## config.mk

```make
export PLATFORM = sky130hd
export DESIGN_NAME = fifo_wr_arbiter
export DESIGN_NICKNAME = d
export VERILOG_FILES = /design/src/rtl/fifo_arb_pkg.sv /design/src/rtl/fifo_wr_arbiter.sv
export SDC_FILE = /design/constraint.sdc
export NUM_CORES = 1
export LEC_CHECK = 0
export ABC_AREA = 1
export ABC_CLOCK_PERIOD_IN_PS = 2100
export BUFFER_PORTS_ARGS = -buffer_cell sky130_fd_sc_hd__buf_2
export CAP_MARGIN = 15
export CORE_MARGIN = 2
export CORE_UTILIZATION = 45
export DETAILED_ROUTE_END_ITERATION = 6
export PLACE_DENSITY = 0.78
export SLEW_MARGIN = 5
export SYNTH_ARGS = -nofsm -noshare
export SYNTH_HDL_FRONTEND = slang
export SYNTH_SLANG_ARGS = --single-unit
```

## constraint.sdc

```tcl
create_clock -name clk_i -period 2.1 [get_ports clk_i]
set_input_delay 0.21 -clock clk_i [delete_from_list [all_inputs] [get_ports clk_i]]
set_output_delay 0.21 -clock clk_i [all_outputs]
set_load 0.01 [all_outputs]
```

## src/rtl/fifo_arb_pkg.sv

```systemverilog
// rtl/fifo_arb_pkg.sv - shared types and constants for the FIFO write arbiter
//
// Purpose: holds the arbiter state enumeration and the default burst length
// so the arbiter and anything that inspects it agree on one encoding.
// Ports: none (package).

package fifo_arb_pkg;

  // Arbiter FSM states: IDLE owns nothing, SERVEk owns the FIFO write port.
  typedef enum logic [1:0] {
    IDLE   = 2'd0,
    SERVE0 = 2'd1,
    SERVE1 = 2'd2
  } arb_state_e;

  // Default maximum number of consecutive beats per grant (legal 1..15).
  localparam int unsigned DEFAULT_MAX_BURST = 4;

  // Burst counter width; wide enough for MAX_BURST-1 up to 14.
  localparam int unsigned CNT_W = 4;

endpackage

```

## src/rtl/fifo_wr_arbiter.sv

```systemverilog
// rtl/fifo_wr_arbiter.sv - two-requester burst arbiter for one FIFO write port
//
// Purpose: shares a single FIFO write port between two requesters. A grant
// lasts until its requester drops or MAX_BURST beats have been written; ties
// from IDLE go to the requester not served last. Stalls while the FIFO is
// full without losing the grant.
// Ports:
//   clk_i               clock, rising edge
//   rst_i               asynchronous active-high reset
//   req0_i / req1_i     requester k has a word this cycle
//   wdata0_i / wdata1_i requester k write data
//   gnt0_o / gnt1_o     requester k owns the write port (registered state)
//   full_i              FIFO full flag
//   wr_en_o             FIFO write enable, high exactly on beat cycles
//   wdata_o             FIFO write data, muxed from the granted requester
//   busy_o              arbiter is not IDLE

module fifo_wr_arbiter
  import fifo_arb_pkg::*;
#(
  parameter int WIDTH     = 8,
  parameter int MAX_BURST = DEFAULT_MAX_BURST
) (
  input  logic             clk_i,
  input  logic             rst_i,
  input  logic             req0_i,
  input  logic             req1_i,
  input  logic [WIDTH-1:0] wdata0_i,
  input  logic [WIDTH-1:0] wdata1_i,
  output logic             gnt0_o,
  output logic             gnt1_o,
  input  logic             full_i,
  output logic             wr_en_o,
  output logic [WIDTH-1:0] wdata_o,
  output logic             busy_o
);

  localparam logic [CNT_W-1:0] LAST_BEAT = CNT_W'(MAX_BURST - 1);

  arb_state_e       state_q;
  arb_state_e       state_d;
  logic [CNT_W-1:0] cnt_q;
  logic [CNT_W-1:0] cnt_d;
  logic             last_q;
  logic             last_d;

  logic             own_req;
  logic             other_req;
  arb_state_e       other_state;
  logic             beat;
  logic             burst_end;

  // Request of the current owner and of the opposite requester. In IDLE
  // neither applies, which keeps beat (and hence wr_en_o) low there.
  always_comb begin
    own_req     = 1'b0;
    other_req   = 1'b0;
    other_state = IDLE;
    case (state_q)
      SERVE0: begin
        own_req     = req0_i;
        other_req   = req1_i;
        other_state = SERVE1;
      end
      SERVE1: begin
        own_req     = req1_i;
        other_req   = req0_i;
        other_state = SERVE0;
      end
      default: begin
        own_req     = 1'b0;
        other_req   = 1'b0;
        other_state = IDLE;
      end
    endcase
  end

  // A beat needs grant, request and room; all are gated here so no write can
  // reach the FIFO while full or without a live request.
  assign beat      = own_req && !full_i;
  assign burst_end = beat && (cnt_q == LAST_BEAT);

  assign gnt0_o  = (state_q == SERVE0);
  assign gnt1_o  = (state_q == SERVE1);
  assign busy_o  = (state_q != IDLE);
  assign wr_en_o = beat;

  always_comb begin
    wdata_o = '0;
    case (state_q)
      SERVE0:  wdata_o = wdata0_i;
      SERVE1:  wdata_o = wdata1_i;
      default: wdata_o = '0;
    endcase
  end

  // Next-state, burst counter and last-served pointer.
  always_comb begin
    state_d = state_q;
    cnt_d   = cnt_q;
    last_d  = last_q;

    case (state_q)
      IDLE: begin
        cnt_d = '0;
        if (req0_i && req1_i) begin
          // last_q==1 means requester 1 was served last, so 0 wins the tie.
          state_d = last_q ? SERVE0 : SERVE1;
        end else if (req0_i) begin
          state_d = SERVE0;
        end else if (req1_i) begin
          state_d = SERVE1;
        end
      end

      SERVE0, SERVE1: begin
        if (!own_req) begin
          // Owner dropped: hand over directly or fall back to IDLE.
          state_d = other_req ? other_state : IDLE;
          cnt_d   = '0;
        end else if (burst_end) begin
          // Same-cycle handoff when the other side waits; otherwise re-grant
          // the current owner with a fresh burst.
          state_d = other_req ? other_state : state_q;
          cnt_d   = '0;
        end else if (beat) begin
          cnt_d = cnt_q + 1'b1;
        end
        // full_i with a live request: state and counter hold.
      end

      default: begin
        state_d = IDLE;
        cnt_d   = '0;
      end
    endcase

    if (state_d == SERVE0) begin
      last_d = 1'b0;
    end else if (state_d == SERVE1) begin
      last_d = 1'b1;
    end
  end

  always_ff @(posedge clk_i or posedge rst_i) begin
    if (rst_i) begin
      state_q <= IDLE;
      cnt_q   <= '0;
      last_q  <= 1'b1;
    end else begin
      state_q <= state_d;
      cnt_q   <= cnt_d;
      last_q  <= last_d;
    end
  end

endmodule

```

# Word-level counts from Yosys, hierarchy flattened
# Index checks and enable logic that the tools add are counted.
# totals
register_bits	7
out_inout_bits	12
in_bits	21
wordCells	37
# classes
n_reduce_logical	8
add_sub_neg	1
eq_ne	6
mux	19
# ops
operator	count
2-bit two-way mux	8
4-bit two-way mux	4
8-bit case mux with 2 select lines	1
2-bit case mux with 2 select lines	2
4-bit by 1-bit adder with 4-bit output (second input constant)	1
2-bit by 1-bit == test with 1-bit output (second input constant)	2
2-bit == test (second input constant)	2
4-bit by 2-bit == test with 1-bit output (second input constant)	1
4-bit != test (second input constant)	1
1-bit case mux with 2 select lines	2
2-bit nonzero test	2
1-bit logical AND	3
2-bit zero test	1
1-bit two-way mux	2
2-bit OR reduction	1
1-bit zero test	1

# Depth between registers and ports, before layout
# logic_depth
ltp_word	10
ltp_mapped	15
depth_no_buf	14

# Worst setup path before layout
# Ideal clock, no wire load.
# synth_timing
path_type	reg2reg
startpoint	register state_q[0]
endpoint	register last_q
setup_slack_ns	0.144
n_path_buf	1
required_ns	2.021
synth_period_minus_slack_ns	1.956
stages_incl_launch_ff	14
setup_time_ns	0.079
t_arrival_ns	1.877
path_cell_list	dfrtp_1 -> inv_1 -> ha_1 -> buf_4 -> nand2_1 -> nand2_2 -> inv_2 -> nor2_4 -> nand2_4 -> nand2_1 -> nand3_1 -> a21oi_1 -> ha_1 -> o21ai_0
# synth_via
elab_chain_cells	9
word_cells_on_any_way	21
cone_classes	4 x eq/ne; 12 x mux; 5 x reduce/logical
# synth_lines
item	line_no	source
from (decl)	fifo_wr_arbiter.sv:40	arb_state_e state_q;
from (signal assigned)	fifo_wr_arbiter.sv:151	state_q <= state_d;
2-bit == test *	--	
via gnt1_o	fifo_wr_arbiter.sv:31	output logic gnt1_o,
1-bit case mux with 2 select lines	fifo_wr_arbiter.sv:59	case (state_q)
1-bit logical AND	fifo_wr_arbiter.sv:80	assign beat = own_req && !full_i;
1-bit logical AND	fifo_wr_arbiter.sv:81	assign burst_end = beat && (cnt_q == LAST_BEAT);
2-bit two-way mux	fifo_wr_arbiter.sv:121	end else if (burst_end) begin
2-bit two-way mux	fifo_wr_arbiter.sv:117	if (!own_req) begin
2-bit case mux with 2 select lines *	fifo_wr_arbiter.sv:103	case (state_q)
via state_d[0]	fifo_wr_arbiter.sv:41	arb_state_e state_d;
2-bit by 1-bit == test with 1-bit output / 2-bit == test (equally long branches)	fifo_wr_arbiter.sv:138, fifo_wr_arbiter.sv:140	
1-bit two-way mux / 2-bit nonzero test (equally long branches)	--	
to (signal assigned)	fifo_wr_arbiter.sv:153	last_q <= last_d;
to (decl)	fifo_wr_arbiter.sv:44	logic last_q;
# Mark *: on every way through the listed nets, which the timed path passes. The rest lies on a longest branch.
# A chain may end at the register's enable or synchronous reset.

# Final worst setup path
# layout_timing
startpoint	register state_q[1]
endpoint	register last_q
# layout_via
elab_chain_cells	9
word_cells_on_any_way	21
cone_classes	4 x eq/ne; 12 x mux; 5 x reduce/logical
# layout_lines
item	line_no
2-bit == test / 2-bit by 1-bit == test with 1-bit output (equally long branches)	fifo_wr_arbiter.sv:59, fifo_wr_arbiter.sv:103
1-bit case mux with 2 select lines	fifo_wr_arbiter.sv:59
1-bit logical AND	fifo_wr_arbiter.sv:80
1-bit logical AND	fifo_wr_arbiter.sv:81
2-bit two-way mux	fifo_wr_arbiter.sv:121
2-bit two-way mux	fifo_wr_arbiter.sv:117
2-bit case mux with 2 select lines *	fifo_wr_arbiter.sv:103
via state_d[0]	fifo_wr_arbiter.sv:41
2-bit by 1-bit == test with 1-bit output / 2-bit == test (equally long branches)	fifo_wr_arbiter.sv:138, fifo_wr_arbiter.sv:140
1-bit two-way mux / 2-bit nonzero test (equally long branches)	--
# Marks and branches as above.

==> results.md <==
* Outcome: completed
* Residual DRC at 0
* Worst Hold End: cnt_q[1]
* All-Layer GR Usage at 0.186
* Die W at between 40 and 50 microns
* Io pins at 33
* Routed wire per std cell at 10.8 microns
* Slew HR at 0.830
* Hold crit path type: in2reg
* Initial DRT Pass Iterations at 4
* Leakage Power at about 0.50 nW
* Cells on worst reg2reg path at 13
* Sequential-to-total area share from yosys stat at 0.257
* Vias in the first global route at roughly 670
* Fin. max-slew vios at 0
* Final TNS setup at 0 ns
* Hold Path Depth at 3
* Setup crit start kind: register
* # rows at 14
* Post-synth top flop: dfrtp_1
* Core Box Area at about 0.0015 sq mm
* Crit path kind: reg2reg
* Synth-to-Final Area Change at 33.3%
* DR iter-0 viols at 2
* Fillers at between 100 and 150
* VDD IR-drop max at approximately 660 uV
* Clk_lat worst skew at approximately 0.26 ns
* Minimum clock period at 1.94 ns
* First-pass GRT wire length at 2590 microns
* Post-synth EDFFs at 0
* Post-route ant nets at 0
* Internal reg-to-reg setup slack at 0.16 ns
* CTS H-tree lvls at 1
* Clock skew at approximately 0.0011 ns
* Cts bufs inserted at 3
* Final net count at 164
* Crit share post-route at 0.921
* TritonCTS clock tree: yes
* Hold path start: full_i
* Routability Congestion at 0.847
* CP endpoint kind: register
* Async SR Flop Fraction at 1.00
* Mapped Area at 687 sq um
* Worst-path clk slew at about 0.050 ns
* Clock sinks at 7
* CP Data Arrival Time at approximately 2.1 ns
* Top-count cell post-synth: nand2_1
* Syn_area_per_cell at about 7.0 sq um
* Synth area leaders: dfrtp_1, nand2_1, ha_1
* Flop and latch count out of synthesis at 7
* Syn Inst Count at about 100
* Final Instance Count excl. Fillers at 152
* Largest net degree at the start of global routing at 11
* Port Buffers at 32
* Synth top cells by count: nand2_1, a21oi_1, inv_1
* Routed wire length at about 1600 microns
* Clock buffer depth at 2
* Fmax at a little over 500 MHz
* Crit-path max FO at 7
* GRT Residual Overflow at 0
* Root Buffer: clkbuf_4
* Top cell type's share of synthesized area at 0.219
* Reg2reg end: last_q
* Vias at roughly 750
* PwrDens at 1090 mW/mm^2
* R2R Path Start: state_q[1]
* Initial Utilization at 0.467
* Post-synth top area cell: dfrtp_1
* Synth Net Count at roughly 130
* Critical Path RT at 2.29 ns
* Die height at 43.1 microns
* ANT cells at 0
* Max_cap viols at 0
* Ys Warns at 0
* RSZ-0062 raised after global routing: false
* Avg Vias per Cell at around 4.9
* Synth unique cells at 22
* Worst-margin pin slew at 0.255 ns
* Placed cell count at 146
* Antenna violations before repair at 0
* Final hold viol count at 0
* Layout cells sized above 1 at 0.404
* Die area at 0.00186 sq mm
* Final setup violation count at 0
* Post-DP HPWL at 1300 microns
* Total power at 1.00 mW
-- power breakdown --
part           total [mW]  switching (mW)  internal, mW
sequential          0.205          0.0289         0.176
combinational       0.673           0.410         0.263
clock               0.124          0.0512        0.0726
-- flip-flops by register name (all words and copies together) (netlist names) --
register	cells
last_q	1
cnt_q	4
state_q	2
-- worst max-delay path, stage by stage (launching register included) --
cell	delay, ns
dfrtp_1	0.42
inv_2	0.10
ha_2	0.19
nand2_1	0.10
nand2_2	0.11
nand2_4	0.08
nor2_8	0.13
nand2_4	0.05
nand2_1	0.05
nand3_1	0.07
a21oi_2	0.18
ha_1	0.26
nand2_1	0.07
o21ai_1	0.05
-- cells by family after synthesis --
group	after synthesis	share of synthesized area
XOR/XNOR	1	0.0128
AO/OA/AOI/OAI	17	0.135
flip-flops	7	0.257
AND/OR/NAND/NOR	54	0.399
adder cells (fa/ha/maj)	6	0.109
buffers and inverters	13	0.0874
-- per-layer routing --
metal	global-route usage	vias up	routed length, microns
li1	-	392	-
met1	0.196	322	635
met2	0.330	29	812
met3	0.0426	5	148
met4	0.109	0	39
met5	0	-	0
-- metrics by stage --
| stage | hold slack (ns) | setup slack (ns) | utilization | instance area [sq um] |
|---|---|---|---|---|
| after floorplan | 0.0127 | 0.144 | - | 687 |
| after global placement | 0.146 | 0.161 | 0.587 | 863 |
| final | 0.291 | 0.165 | 0.622 | 916 |
| after CTS | 0.293 | 0.0700 | 0.611 | 900 |
| after global routing | 0.300 | 0.00280 | 0.622 | 916 |
| after detailed placement | 0.148 | 0.0960 | 0.587 | 863 |
-- final cells by class --
cell class / count / area (sq um) / share of cell area
multi-input combinational: 78 / 459 / 0.501
inverter: 11 / 41.3 / 0.0451
sequential: 7 / 176 / 0.193
timing repair buffer: 36 / 193 / 0.210
clock buffer: 4 / 26.3 / 0.0287
tap: 16 / 20.0 / 0.0219
-- cells in the final DEF, fill, tap and decap left out, types with 2 or more instances in the layout --
cell,count
inv_2,4
nand2_1,33
clkbuf_4,3
buf_4,3
a21oi_1,10
nor2_1,4
ha_1,4
o21ai_1,3
inv_1,7
a21oi_2,2
nand2_4,3
buf_2,32
nand3_1,8
nand2_2,2
dfrtp_1,6
ha_2,2
-- worst max path at each step --
stage               cells past startpoint  slack, ns        from      to
detailed placement                     12        0.1  state_q[0]  last_q
finish                                 13       0.16  state_q[1]  last_q
global placement                       12       0.16  state_q[1]  last_q
global route                           13      0.003  state_q[1]  last_q
CTS                                    12       0.07  state_q[0]  last_q
floorplan                              13       0.14  state_q[0]  last_q
-- what timing repair did --
| item | in CTS | in global routing |
|---|---|---|
| gates resized for setup | 0 | 6 |
| setup buffers | 0 | 1 |
| hold buffers | 1 | 0 |
| endpoints found under the hold margin | 6 | 0 |
| endpoints found under the setup margin | 0 | 1 |
(Power assumes the default switching activity.)
